<file path="config.mk">
export PLATFORM = sky130hd
export DESIGN_NAME = crc_generic_flat
export DESIGN_NICKNAME = d
export VERILOG_FILES = /design/src/rtl/crc_pkg.sv /design/src/rtl/crc_generic_if.sv /design/src/rtl/crc_step_comb.sv /design/src/rtl/crc_generic.sv /design/src/flat_wrapper.sv
export SDC_FILE = /design/constraint.sdc
export NUM_CORES = 1
export LEC_CHECK = 0
export BUFFER_PORTS_ARGS = -buffer_cell sky130_fd_sc_hd__buf_2
export CORE_ASPECT_RATIO = 1.1
export CORE_UTILIZATION = 48
export CTS_CLUSTER_SIZE = 28
export DETAILED_ROUTE_END_ITERATION = 16
export PLACE_DENSITY = 0.78
export SYNTH_ARGS = -nofsm -noshare
export SYNTH_HDL_FRONTEND = slang
export SYNTH_SLANG_ARGS = --single-unit
</file>
<file path="constraint.sdc">
create_clock -name clk -period 2.2 [get_ports clk]
set_clock_uncertainty 0.2 [all_clocks]
set_input_delay 0 -clock clk [delete_from_list [all_inputs] [get_ports clk]]
set_output_delay 0 -clock clk [all_outputs]
set_load 0.01 [all_outputs]
</file>
<file path="src/rtl/crc_pkg.sv">
// rtl/crc_pkg.sv - shared types and width-agnostic CRC helpers for crc_generic
package crc_pkg;

    typedef enum logic {
        IDLE = 1'b0,
        RUN  = 1'b1
    } t_crc_state;

    // Bit-reverse the low 'width' bits of v; bits above 'width' return zero.
    function automatic logic [63:0] f_reflect(input logic [63:0] v, input int width);
        logic [63:0] r;
        logic [5:0]  idx;
        r = '0;
        for (int i = 0; i < 64; i++) begin
            if (i < width) begin
                idx  = 6'(width - 1 - i);
                r[i] = v[idx];
            end
        end
        return r;
    endfunction

    // Serial LFSR over data_width bits, MSB first unless reflect_in; one bit per iteration.
    function automatic logic [31:0] f_crc_step(
        input logic [31:0] crc,
        input logic [63:0] data,
        input logic [31:0] poly,
        input int          crc_width,
        input int          data_width,
        input logic        reflect_in
    );
        logic [31:0] c;
        logic [31:0] mask;
        logic [4:0]  top;
        logic [5:0]  idx;
        logic        fb;
        mask = (crc_width >= 32) ? 32'hFFFF_FFFF : ((32'd1 << crc_width) - 32'd1);
        top  = 5'(crc_width - 1);
        c    = crc & mask;
        for (int k = 0; k < 64; k++) begin
            if (k < data_width) begin
                idx = reflect_in ? 6'(k) : 6'(data_width - 1 - k);
                fb  = c[top] ^ data[idx];
                c   = (c << 1) & mask;
                if (fb) begin
                    c = c ^ (poly & mask);
                end
            end
        end
        return c;
    endfunction

endpackage

</file>
<file path="src/rtl/crc_generic_if.sv">
// rtl/crc_generic_if.sv - beat/frame stream and result bundle for crc_generic
interface crc_generic_if #(
    parameter int CRC_W  = 16,
    parameter int DATA_W = 8
);
    logic              i_val;
    logic              i_sof;
    logic              i_eof;
    logic [DATA_W-1:0] i_data;
    logic [CRC_W-1:0]  i_crc_exp;
    logic [CRC_W-1:0]  o_crc;
    logic              o_crc_val;
    logic              o_crc_ok;
    logic              o_busy;
    logic              o_frame_err;

    modport master (
        output i_val, i_sof, i_eof, i_data, i_crc_exp,
        input  o_crc, o_crc_val, o_crc_ok, o_busy, o_frame_err
    );

    modport slave (
        input  i_val, i_sof, i_eof, i_data, i_crc_exp,
        output o_crc, o_crc_val, o_crc_ok, o_busy, o_frame_err
    );
endinterface

</file>
<file path="src/rtl/crc_step_comb.sv">
// rtl/crc_step_comb.sv - single-cycle combinational CRC step for one data beat
module crc_step_comb
    import crc_pkg::*;
#(
    parameter int                     G_CRC_WIDTH  = 16,
    parameter int                     G_DATA_WIDTH = 8,
    parameter logic [G_CRC_WIDTH-1:0] G_POLY       = 16'h1021,
    parameter bit                     G_REFLECT_IN = 1'b0
) (
    input  logic [G_CRC_WIDTH-1:0]  crc_in,
    input  logic [G_DATA_WIDTH-1:0] data,
    output logic [G_CRC_WIDTH-1:0]  crc_out
);

    always_comb begin
        crc_out = G_CRC_WIDTH'(f_crc_step(32'(crc_in), 64'(data), 32'(G_POLY),
                                          G_CRC_WIDTH, G_DATA_WIDTH, G_REFLECT_IN));
    end

endmodule

</file>
<file path="src/rtl/crc_generic.sv">
// rtl/crc_generic.sv - frame-oriented parametrised CRC engine with compare and framing checks
module crc_generic
    import crc_pkg::*;
#(
    parameter int                     G_CRC_WIDTH   = 16,
    parameter int                     G_DATA_WIDTH  = 8,
    parameter logic [G_CRC_WIDTH-1:0] G_POLY        = 16'h1021,
    parameter logic [G_CRC_WIDTH-1:0] G_CRC_INIT    = 16'hFFFF,
    parameter logic [G_CRC_WIDTH-1:0] G_XOR_OUT     = 16'h0000,
    parameter bit                     G_REFLECT_IN  = 1'b0,
    parameter bit                     G_REFLECT_OUT = 1'b0
) (
    input  logic          clk,
    input  logic          rst,
    crc_generic_if.slave  bus
);

    t_crc_state             state;
    logic [G_CRC_WIDTH-1:0] crc_reg;
    logic [G_CRC_WIDTH-1:0] base;
    logic [G_CRC_WIDTH-1:0] step_out;
    logic [G_CRC_WIDTH-1:0] final_crc;

    // An SOF beat always restarts from INIT, even when it aborts a running frame.
    assign base = bus.i_sof ? G_CRC_INIT : crc_reg;

    crc_step_comb #(
        .G_CRC_WIDTH  (G_CRC_WIDTH),
        .G_DATA_WIDTH (G_DATA_WIDTH),
        .G_POLY       (G_POLY),
        .G_REFLECT_IN (G_REFLECT_IN)
    ) u_step (
        .crc_in  (base),
        .data    (bus.i_data),
        .crc_out (step_out)
    );

    always_comb begin
        if (G_REFLECT_OUT) begin
            final_crc = G_CRC_WIDTH'(f_reflect(64'(step_out), G_CRC_WIDTH)) ^ G_XOR_OUT;
        end else begin
            final_crc = step_out ^ G_XOR_OUT;
        end
    end

    always_ff @(posedge clk) begin
        if (rst) begin
            state           <= IDLE;
            crc_reg         <= G_CRC_INIT;
            bus.o_crc       <= '0;
            bus.o_crc_ok    <= 1'b0;
            bus.o_crc_val   <= 1'b0;
            bus.o_busy      <= 1'b0;
            bus.o_frame_err <= 1'b0;
        end else begin
            bus.o_crc_val   <= 1'b0;
            bus.o_frame_err <= 1'b0;
            if (bus.i_val) begin
                case (state)
                    IDLE: begin
                        if (bus.i_sof) begin
                            if (bus.i_eof) begin
                                crc_reg       <= G_CRC_INIT;
                                bus.o_crc     <= final_crc;
                                bus.o_crc_ok  <= (final_crc == bus.i_crc_exp);
                                bus.o_crc_val <= 1'b1;
                            end else begin
                                crc_reg    <= step_out;
                                state      <= RUN;
                                bus.o_busy <= 1'b1;
                            end
                        end else begin
                            bus.o_frame_err <= 1'b1;
                        end
                    end
                    RUN: begin
                        // SOF inside a frame drops the old frame silently apart from the error strobe.
                        if (bus.i_sof) begin
                            bus.o_frame_err <= 1'b1;
                        end
                        if (bus.i_eof) begin
                            crc_reg       <= G_CRC_INIT;
                            bus.o_crc     <= final_crc;
                            bus.o_crc_ok  <= (final_crc == bus.i_crc_exp);
                            bus.o_crc_val <= 1'b1;
                            state         <= IDLE;
                            bus.o_busy    <= 1'b0;
                        end else begin
                            crc_reg <= step_out;
                        end
                    end
                    default: begin
                        state      <= IDLE;
                        bus.o_busy <= 1'b0;
                    end
                endcase
            end
        end
    end

endmodule

</file>
<file path="src/flat_wrapper.sv">
// flat-port wrapper written by rule: the top's interface ports become plain ports
module crc_generic_flat import crc_pkg::*;
#(
    parameter int                     G_CRC_WIDTH   = 16,
    parameter int                     G_DATA_WIDTH  = 8,
    parameter logic [G_CRC_WIDTH-1:0] G_POLY        = 16'h1021,
    parameter logic [G_CRC_WIDTH-1:0] G_CRC_INIT    = 16'hFFFF,
    parameter logic [G_CRC_WIDTH-1:0] G_XOR_OUT     = 16'h0000,
    parameter bit                     G_REFLECT_IN  = 1'b0,
    parameter bit                     G_REFLECT_OUT = 1'b0
)
  (clk, rst, bus_i_val, bus_i_sof, bus_i_eof, bus_i_data, bus_i_crc_exp, bus_o_crc, bus_o_crc_val, bus_o_crc_ok, bus_o_busy, bus_o_frame_err);
  crc_generic_if #(.CRC_W(16), .DATA_W(8)) bus_i ();
  input  logic clk;
  input  logic rst;
  input wire logic [$bits(bus_i.i_val)-1:0] bus_i_val;
  input wire logic [$bits(bus_i.i_sof)-1:0] bus_i_sof;
  input wire logic [$bits(bus_i.i_eof)-1:0] bus_i_eof;
  input wire logic [$bits(bus_i.i_data)-1:0] bus_i_data;
  input wire logic [$bits(bus_i.i_crc_exp)-1:0] bus_i_crc_exp;
  output wire logic [$bits(bus_i.o_crc)-1:0] bus_o_crc;
  output wire logic [$bits(bus_i.o_crc_val)-1:0] bus_o_crc_val;
  output wire logic [$bits(bus_i.o_crc_ok)-1:0] bus_o_crc_ok;
  output wire logic [$bits(bus_i.o_busy)-1:0] bus_o_busy;
  output wire logic [$bits(bus_i.o_frame_err)-1:0] bus_o_frame_err;
  assign bus_i.i_val = bus_i_val;
  assign bus_i.i_sof = bus_i_sof;
  assign bus_i.i_eof = bus_i_eof;
  assign bus_i.i_data = bus_i_data;
  assign bus_i.i_crc_exp = bus_i_crc_exp;
  assign bus_o_crc = bus_i.o_crc;
  assign bus_o_crc_val = bus_i.o_crc_val;
  assign bus_o_crc_ok = bus_i.o_crc_ok;
  assign bus_o_busy = bus_i.o_busy;
  assign bus_o_frame_err = bus_i.o_frame_err;
  crc_generic #(.G_CRC_WIDTH(G_CRC_WIDTH), .G_DATA_WIDTH(G_DATA_WIDTH), .G_POLY(G_POLY), .G_CRC_INIT(G_CRC_INIT), .G_XOR_OUT(G_XOR_OUT), .G_REFLECT_IN(G_REFLECT_IN), .G_REFLECT_OUT(G_REFLECT_OUT)) u_core (.clk(clk), .rst(rst), .bus(bus_i));
endmodule
</file>
# Word level (Yosys, flattened, before mapping)
# Cells that the tools add are included.
totals:
  latchBits: 0
  inputBits: 29
  regBits: 37
  memories: 0
  elab_cells: 63
  mem_bits_rw: 0
  romBits: 0
op_classes:
  n_reduce_logical: 3
  mux: 31
  n_eq_ne: 4
  mul: 0
  n_bitwise: 18
  n_lt_le_gt_ge: 0
  shifts: 0
  n_addsub: 0
  div_mod_pow: 0
op_table:
  columns: ["op", "n"]
  rows:
  - ["$mux W13", 8]
  - ["$mux W16", 5]
  - ["$pmux W16 S2", 2]
  - ["$not A3 Y3", 8]
  - ["$eq A16 B16 Y1", 1]
  - ["$mux W1", 11]
  - ["$pmux W1 S2", 5]
  - ["$xor A1 B1 Y1", 8]
  - ["$ne A2 B2 Y1 const B", 3]
  - ["$reduce_and A4 Y1", 1]
  - ["$not A1 Y1", 2]
  - ["$reduce_and A2 Y1", 1]
  - ["$reduce_or A2 Y1", 1]

# Depth between registers and ports, before layout
# Gate-level depths: netlist of the first run.
depth:
  word_depth: 21
  mapped_depth: 10
  mapped_depth_nobuf: 7

# By module
# Synthesis of the first run repeated with hierarchy kept, for this count alone.
hier_totals:
  cells_unflattened: 226
  area_unflattened_um2: 2069.5
modules_own_cells:
  columns: ["module", "n_inst", "cells_each", "area_each_um2", "seq_area_each_um2"]
  rows:
  - ["crc_generic", 1, 201, 1666.6, 740.7]
  - ["crc_step_comb", 1, 25, 402.9, 0.0]

# Worst setup path after synthesis of the first run
# No wires, ideal clock.
synth_timing:
  path_kind: "reg-to-reg"
  from: "register u_core.crc_reg[15]"
  to: "register u_core.bus.o_crc_ok"
  arrival_time_ns: 1.964
  n_path_buf: 0
  stages_incl_launch_ff: 7
  slack_ns: -0.048
  setup_time_ns: 0.084
  cell_sequence: "dfxtp_1 > xnor2_2 > mux2i_1 > mux2i_1 > o211ai_1 > or4_1 > o31ai_2"
synth_between:
  elab_chain_len: 15
  elab_cells_between_ends: 17
  classes_between: "1 x eq/ne; 12 x mux; 4 x bitwise"
synth_rtl:
  columns: ["element", "line_no", "text"]
  rows:
  - ["start, declared", "crc_generic.sv:19", "logic [G_CRC_WIDTH-1:0] crc_reg;"]
  - ["start signal, assigned", "crc_generic.sv:68", "crc_reg <= step_out;"]
  - ["start signal, assigned", "crc_generic.sv:89", "crc_reg <= step_out;"]
  - ["$mux W16 (*)", "crc_generic.sv:25", "assign base = bus.i_sof ? G_CRC_INIT : crc_reg;"]
  - ["$xor A1 B1 Y1 (*)", "crc_pkg.sv:43", "fb = c[top] ^ data[idx];"]
  - ["$mux W13 (*)", "crc_pkg.sv:45", "if (fb) begin"]
  - ["$mux W13 (3 in a row)", "crc_pkg.sv:45", null]
  - ["$mux W13 (*)", "crc_pkg.sv:45", null]
  - ["$not A3 Y3 (no source line) or $mux W13 (tied branches)", null, null]
  - ["$mux W13", "crc_pkg.sv:45", null]
  - ["$mux W13 or $not A3 Y3 (tied branches)", null, null]
  - ["$mux W13", "crc_pkg.sv:45", null]
  - ["$eq A16 B16 Y1 (*)", "crc_generic.sv:65, crc_generic.sv:84", null]
  - ["$mux W1 (*)", "crc_generic.sv:62, crc_generic.sv:81", null]
  - ["$mux W1", "crc_generic.sv:61", "if (bus.i_sof) begin"]
  - ["$pmux W1 S2 (*)", "crc_generic.sv:59", "case (state)"]
  - ["end signal, assigned", "crc_generic.sv:65", "bus.o_crc_ok <= (final_crc == bus.i_crc_exp);"]
  - ["end signal, assigned", "crc_generic.sv:84", "bus.o_crc_ok <= (final_crc == bus.i_crc_exp);"]
  - ["end, declared", "crc_generic_if.sv:24", "output o_crc, o_crc_val, o_crc_ok, o_busy, o_frame_err"]
# Mark *: on every way between the ends. The rest lies on a longest branch, timed or not. The select of a mux whose other input is x is not followed.
# A chain may end at the register's enable or synchronous reset.

# Worst setup path in the final report of the first run
layout_timing:
  from: "register u_core.crc_reg[13]"
  to: "register u_core.bus.o_crc_ok"
layout_between:
  elab_chain_len: 13
  elab_cells_between_ends: 14
  classes_between: "1 x eq/ne; 10 x mux; 3 x bitwise"
layout_rtl:
  columns: ["element", "line_no"]
  rows:
  - ["$mux W16 (*)", "crc_generic.sv:25"]
  - ["$xor A1 B1 Y1 (*)", "crc_pkg.sv:43"]
  - ["$mux W13 (*)", "crc_pkg.sv:45"]
  - ["$mux W13 (3 in a row)", "crc_pkg.sv:45"]
  - ["$mux W13 (*)", "crc_pkg.sv:45"]
  - ["$not A3 Y3 (no source line)", null]
  - ["$mux W13", "crc_pkg.sv:45"]
  - ["$eq A16 B16 Y1 (*)", "crc_generic.sv:65, crc_generic.sv:84"]
  - ["$mux W1 (*)", "crc_generic.sv:62, crc_generic.sv:81"]
  - ["$mux W1", "crc_generic.sv:61"]
  - ["$pmux W1 S2 (*)", "crc_generic.sv:59"]
# Marks and branches as above.

==> impl_metrics.csv, run 1 <==
group,metric,value,unit
floorplan,num_io_pins,49,
clock_tree,clock_path_buffers,2,
clock_tree,cts.clk_slew.worst_paths,0.08,ns
routing,num_vias,1967,
final_layout,area_growth,31.6,%
setup_path,cp-start-kind,"flip-flop",
synthesis,synth_edf_count,0,
synthesis,ys_top_cells_by_count,"37 x dfxtp_1, 35 x xnor2_1, 34 x nand2_1",
clock_tree,numCtsBuffers,5,
synthesis,post_synth_instance_area,2150,µm²
setup_path,arrival,2.22,ns
routing,wire_per_inst,14.1,µm
power_and_ir_drop,ir_drop,273,µV
final_layout,nets,348,
setup_path,cp-endpoint,"u_core.bus.o_crc_ok$_SDFFE_PP0P_",
run,maxCapViolCount,0,
floorplan,die_x,65.8,µm
synthesis,yosysMostFrequentCell,"dfxtp_1",
final_layout,drive_above_1_share,0.279,
place,dp_cells,349,
routing,route.detailed.drc,0,
synthesis,async_flop_share,0,
sta,final_max_slew_viol_count,0,
routing,drt-initial-drc-count,120,
setup_path,worstRegToRegCells,6,
synthesis,yosys.cell_types.count,42,
worst_hold_path,hold_class,"in -> reg",
place,place.gp.congestion,0.855,
grt,grt_pass1_wl,8260,µm
sta,fmaxAchievable,0.455,GHz
grt,grt_usage,0.237,
synthesis,yosysSeqAreaShare,0.345,
sta,tns,0,ns
synthesis,yosysWarnings,0,
floorplan,start_util,0.501,
synthesis,netlist_instances,246,
synthesis,ys.flop_type,"dfxtp_1",
clock_tree,insertion_delay,0.30,ns
synthesis,synth_top_area_share,0.345,
sta,hold_viol_final,0,
clock_tree,cts.sinks,37,
clock_tree,cts_tree,"done",
power_and_ir_drop,leakage,1.22,nW
floorplan,rows,25,
routing,wirelength,5270,µm
floorplan,core,4290,µm²
final_layout,final_cells,373,
sta,worst_pin_slew,0.722,ns
setup_path,timing.rr.start,"u_core.crc_reg[13]$_SDFFE_PP1P_",
power_and_ir_drop,pwr_density_cell,691,nW/µm²
floorplan,die_h,72.1,µm
place,port_buffers,48,
sta,period_needed,2.20,ns
setup_path,critical_path_class,"reg -> reg",
setup_path,r2r-end,"u_core.bus.o_crc_ok$_SDFFE_PP0P_",
routing,ant_nets,0,
grt,grt_max_degree,30,
setup_path,worstPathMaxFanout,4,
routing,vias_per_cell,5.27,
synthesis,yosysTopAreaCell,"dfxtp_1",
setup_path,setup.worst_path.start,"u_core.crc_reg[13]$_SDFFE_PP1P_",
grt,antenna_found_initial,0,
final_layout,num_antenna_cells,0,
place,post-dp-hpwl,3870,µm
floorplan,die_area,4740,µm²
synthesis,ys_ff_latch,37,
grt,grt.overflow.total,0,
synthesis,syn_area_per_cell,8.73,µm²
place,pre_cts_slack,-0.0340,ns
synthesis,synth_nets,276,
synthesis,yosys-top-cells-area,"dfxtp_1 34%, xnor2_1 14%, nand2_1 5.9%",
setup_path,required,2.22,ns
run_status,status,"complete, no violations",
setup_path,reg2reg_slack,0.00005,ns
routing,dr.pass1.iters,4,
grt,first_global_vias,1819,
sta,setup_viol,0,
sta,fin_ws,0.0000491,ns
sta,rsz0062_at_grt,"yes",
sta,min_period_over_period,1.00,
clock_tree,htree_levels,2,
setup_path,end_kind,"flip-flop",
clock_tree,root_buffer,"clkbuf_8",
sta,max-slew-margin-rel,0.518,
-- metrics by stage --
step	util	cell area (µm²)	power (mW)	hold WS [ns]
2_1_floorplan	-	2160	1.14	-0.104
3_3_place_gp	0.591	2530	1.32	0.0326
3_5_place_dp	0.591	2530	1.33	0.0350
4_1_cts	0.655	2810	1.95	0.00313
5_1_grt	0.659	2830	2.04	0.0338
6_report	0.659	2830	1.95	0.0231
-- worst max-delay path, stage by stage (launching register included) --
cell	delay [ns]
dfxtp_1	0.47
xnor2_2	0.17
mux2_2	0.40
nand2_1	0.07
o211ai_1	0.08
or4_1	0.53
o31ai_2	0.21
-- cells in the final DEF, fill, tap and decap left out, types with 2 or more instances in the layout --
cell / n
buf_4: 16
or2_2: 3
o211ai_1: 14
dfxtp_1: 35
nor2_2: 2
or3_1: 2
a21oi_1: 7
inv_1: 2
a211oi_1: 12
xnor2_4: 3
nor3_1: 2
o21ai_0: 4
xnor2_2: 2
nand2_1: 34
nor2_1: 31
xnor2_1: 34
nand3_1: 2
clkbuf_8: 5
dlygate4sd3_1: 15
xnor3_1: 2
nor2b_1: 5
xor2_1: 5
mux2i_1: 9
buf_2: 48
-- area by class of cell --
class | instances | area (µm²)
clock buffers | 5 | 68.8
clock inverters | 3 | 46.3
fillers | 354 | 1460
inverters | 2 | 7.51
multi-input cells | 192 | 1360
flip-flops and latches | 37 | 746
well taps | 54 | 67.6
repair buffers | 80 | 531
-- what timing repair did --
action / 4_1_cts / 5_1_grt
endpoints found under the hold margin: 21 / 0
endpoints found under the setup margin: 1 / 15
pin swaps: 2 / 0
gates resized for setup: 2 / 3
hold buffers: 15 / 0
buffers inserted: 1 / 0
-- worst min path at each step --
stage	start	to	slack [ns]	cells past startpoint
6_report	bus_i_crc_exp[12]	u_core.bus.o_crc_ok$_SDFFE_PP0P_	0.02	4
5_1_grt	bus_i_crc_exp[12]	u_core.bus.o_crc_ok$_SDFFE_PP0P_	0.03	4
4_1_cts	bus_i_crc_exp[11]	u_core.bus.o_crc_ok$_SDFFE_PP0P_	0.003	4
3_5_place_dp	bus_i_eof	u_core.state$_SDFFE_PP0P_	0.03	2
3_3_place_gp	bus_i_eof	u_core.state$_SDFFE_PP0P_	0.03	2
2_1_floorplan	bus_i_val	u_core.state$_SDFFE_PP0P_	-0.10	1
-- per-layer routing --
metal,vias to the layer above,part of all wire,global-route usage
met5,-,0,0
met4,0,0.023,0.114
met3,13,0.057,0.0362
met2,64,0.47,0.397
met1,897,0.45,0.294
li1,993,-,-
-- power breakdown --
part           total, mW  leakage (nW)  internal (mW)  switching (mW)
logic              0.601         0.858          0.297           0.304
clock network      0.601        0.0543          0.339           0.262
registers          0.751         0.303          0.717          0.0338
total               1.95          1.22           1.35           0.600
-- logic make-up after synthesis --
group | share of synthesized area
AOI/OAI and AO/OA | 0.156
xor gates and xnor gates | 0.225
adders and majority gates | 0.00583
buffers and inverters | 0.0367
DFF | 0.345
muxes | 0.0519
and+or+nand+nor | 0.180
Power figures use the tool's default switching activity.
==> run 2, diff against run 1 <==
--- a/config.mk
+++ b/config.mk
@@ -5,6 +5,7 @@
 export SDC_FILE = /design/constraint.sdc
 export NUM_CORES = 1
 export LEC_CHECK = 0
+export ABC_AREA = 1
 export BUFFER_PORTS_ARGS = -buffer_cell sky130_fd_sc_hd__buf_2
 export CORE_ASPECT_RATIO = 1.1
 export CORE_UTILIZATION = 48
==> run 2 against run 1 <==
  * Critical endpoint is now u_core.bus.o_busy$_SDFFE_PP0P_
  * First-iteration DRC count is 8.3% lower
  * Final cell count rose by 24%
  * Via count is 21% higher
  * Non-clock buffer count is 11 lower
==> impl_metrics.csv, run 2 <==
group,metric,value,unit
routing,drt-initial-drc-count,110,
setup_path,critical_path_class,"reg -> reg",
clock_tree,numCtsBuffers,5,
routing,wirelength,5850,µm
clock_tree,root_buffer,"clkbuf_8",
final_layout,final_common_cell,"nand2_1",
sta,period_needed,2.06,ns
final_layout,nets,438,
grt,antenna_found_initial,0,
setup_path,worstPathMaxFanout,4,
clock_tree,htree_levels,2,
clock_tree,clock_path_buffers,2,
routing,ant_nets,0,
worst_hold_path,hold_class,"in -> reg",
grt,grt_busiest_layer,"met2",
grt,grt.overflow.total,0,
floorplan,start_util,0.516,
synthesis,yosys.cell_types.count,24,
synthesis,ys.flop_type,"dfxtp_1",
sta,hold_viol_final,0,
synthesis,post_synth_instance_area,2090,µm²
synthesis,yosysSeqAreaShare,0.354,
synthesis,ys_top_cells_by_count,"100 x nand2_1, 38 x inv_1, 38 x nor2_1",
final_layout,post-route-util,0.660,
routing,wire_per_inst,12.7,µm
grt,grt_util_met3,0.0573,
synthesis,netlist_instances,340,
floorplan,die_h,71.2,µm
sta,setup_viol,0,
final_layout,drive_above_1_share,0.186,
routing,num_vias,2382,
final_layout,num_antenna_cells,0,
clock_tree,postCtsSetupBuffers,0,
floorplan,die_area,4620,µm²
place,post-dp-hpwl,4180,µm
grt,first_global_vias,2287,
place,place.gp.congestion,0.890,
sta,worst_pin_slew,0.812,ns
synthesis,yosysTopAreaCell,"dfxtp_1",
grt,use_met1,0.341,
final_layout,final_cell_mix,"100 x nand2_1, 48 x buf_2, 38 x inv_1",
clock_tree,cts.sinks,37,
routing,route.detailed.drc,0,
synthesis,syn_area_per_cell,6.15,µm²
floorplan,die_x,64.9,µm
setup_path,arrival,2.09,ns
clock_tree,cts_tree,"done",
setup_path,required,2.23,ns
grt,grt_usage,0.274,
run_status,status,"complete, no violations",
sta,final_max_slew_viol_count,0,
run,maxCapViolCount,0,
power_and_ir_drop,ir_drop,338,µV
sta,min_period_over_period,0.935,
synthesis,ys_ff_latch,37,
synthesis,yosysMostFrequentCell,"nand2_1",
floorplan,rows,24,
synthesis,yosysWarnings,0,
sta,rsz0062_at_grt,"no",
power_and_ir_drop,pwr_density_cell,654,nW/µm²
sta,tns,0,ns
place,port_buffers,48,
routing,dr.pass1.iters,4,
power_and_ir_drop,leakage,1.36,nW
floorplan,core,4050,µm²
setup_path,cp-start-kind,"flip-flop",
final_layout,area_growth,27.9,%
grt,grt_max_degree,30,
sta,fmaxAchievable,0.486,GHz
synthesis,yosys-top-cells-area,"dfxtp_1 35%, nand2_1 18%, nand3_1 8.6%",
routing,vias_per_cell,5.17,
grt,use_met2,0.455,
grt,grt_pass1_wl,9770,µm
sta,max-slew-margin-rel,0.458,
clock_tree,insertion_delay,0.29,ns
synthesis,synth_edf_count,0,
synthesis,async_flop_share,0,
setup_path,end_kind,"flip-flop",
synthesis,synth_nets,370,
synthesis,synth_top_area_share,0.354,
clock_tree,cts.clk_slew.worst_paths,0.07,ns
floorplan,num_io_pins,49,
-- run 2: changes by cell type after synthesis, sizes merged, moves of 9 or more --
cell	delta
a211oi	-12
a21oi	+9
inv	+38
mux2i	-10
nand2	+76
nand3	+34
o211ai	-14
o21ai	+32
xnor2	-39
-- run 2: per-layer routing --
metal  vias up  share of wire
li1       1220              -
met1      1074           0.45
met2        76           0.48
met3        12          0.054
met4         0          0.018
met5         -              0
-- run 2: path summary, 6_finish.rpt --
kind	cells after the start	endpoint	slack (ns)	startpoint
worst min-delay path	8	u_core.bus.o_crc_ok$_SDFFE_PP0P_	0.006	bus_i_crc_exp[11]
worst max-delay path	7	u_core.bus.o_busy$_SDFFE_PP0P_	0.14	u_core.state$_SDFFE_PP0P_
worst max register to register	7	u_core.bus.o_busy$_SDFFE_PP0P_	0.14	u_core.state$_SDFFE_PP0P_
worst min register to register	2	u_core.bus.o_crc[9]$_SDFFE_PP0P_	0.26	u_core.bus.o_crc[9]$_SDFFE_PP0P_
-- run 2: layout make-up --
class | count | area (µm²)
clock buffer | 7 | 86.3
clock inverter | 1 | 30.0
fill | 376 | 1380
inverter | 42 | 158
multi-input combinational | 253 | 1160
sequential | 37 | 741
tap | 52 | 65.1
timing repair buffer | 69 | 435
-- run 2: repair_timing --
action / 4_1_cts / 5_1_grt
endpoints found under the setup margin: 0 / 1
hold buffers: 15 / 0
gates resized for setup: 0 / 1
hold endpoints to repair: 8 / 0
-- run 2: cell families after synthesis --
kind of cell | after synthesis | share of synthesized area
xor gates and xnor gates | 1 | 0.00419
adders and majority gates | 1 | 0.00598
DFF | 37 | 0.354
and+or+nand+nor | 196 | 0.407
AOI/OAI and AO/OA | 55 | 0.136
buffers and inverters | 50 | 0.0922
-- run 2: worst max-delay path, stage by stage, from the launching register on --
cell	delay (ns)
dfxtp_1	0.35
inv_1	0.07
ha_1	0.19
nor2_1	0.13
buf_4	0.15
nand2_1	0.05
a221oi_1	0.26
dlygate4sd3_1	0.60
-- run 2: per-stage QoR --
| step | power [mW] | cells | hold slack [ns] | cell area [µm²] | worst slack, ns |
|---|---|---|---|---|---|
| after floorplan | 0.996 | 340 | -0.123 | 2090 | 0.394 |
| after global placement | 1.12 | 438 | 0.0400 | 2410 | 0.276 |
| after detailed placement | 1.12 | 438 | 0.0542 | 2410 | 0.185 |
| after CTS | 1.75 | 461 | 0.00220 | 2670 | 0.195 |
| after global routing | 1.85 | 461 | 0.0537 | 2680 | 0.0184 |
| final | 1.75 | 461 | 0.00570 | 2680 | 0.144 |
-- run 2: report_power, final --
| group | leakage (nW) | internal (mW) | switching [mW] |
|---|---|---|---|
| clock | 0.0585 | 0.370 | 0.245 |
| combinational | 1.00 | 0.150 | 0.252 |
| sequential | 0.303 | 0.710 | 0.0226 |
| total | 1.36 | 1.23 | 0.520 |
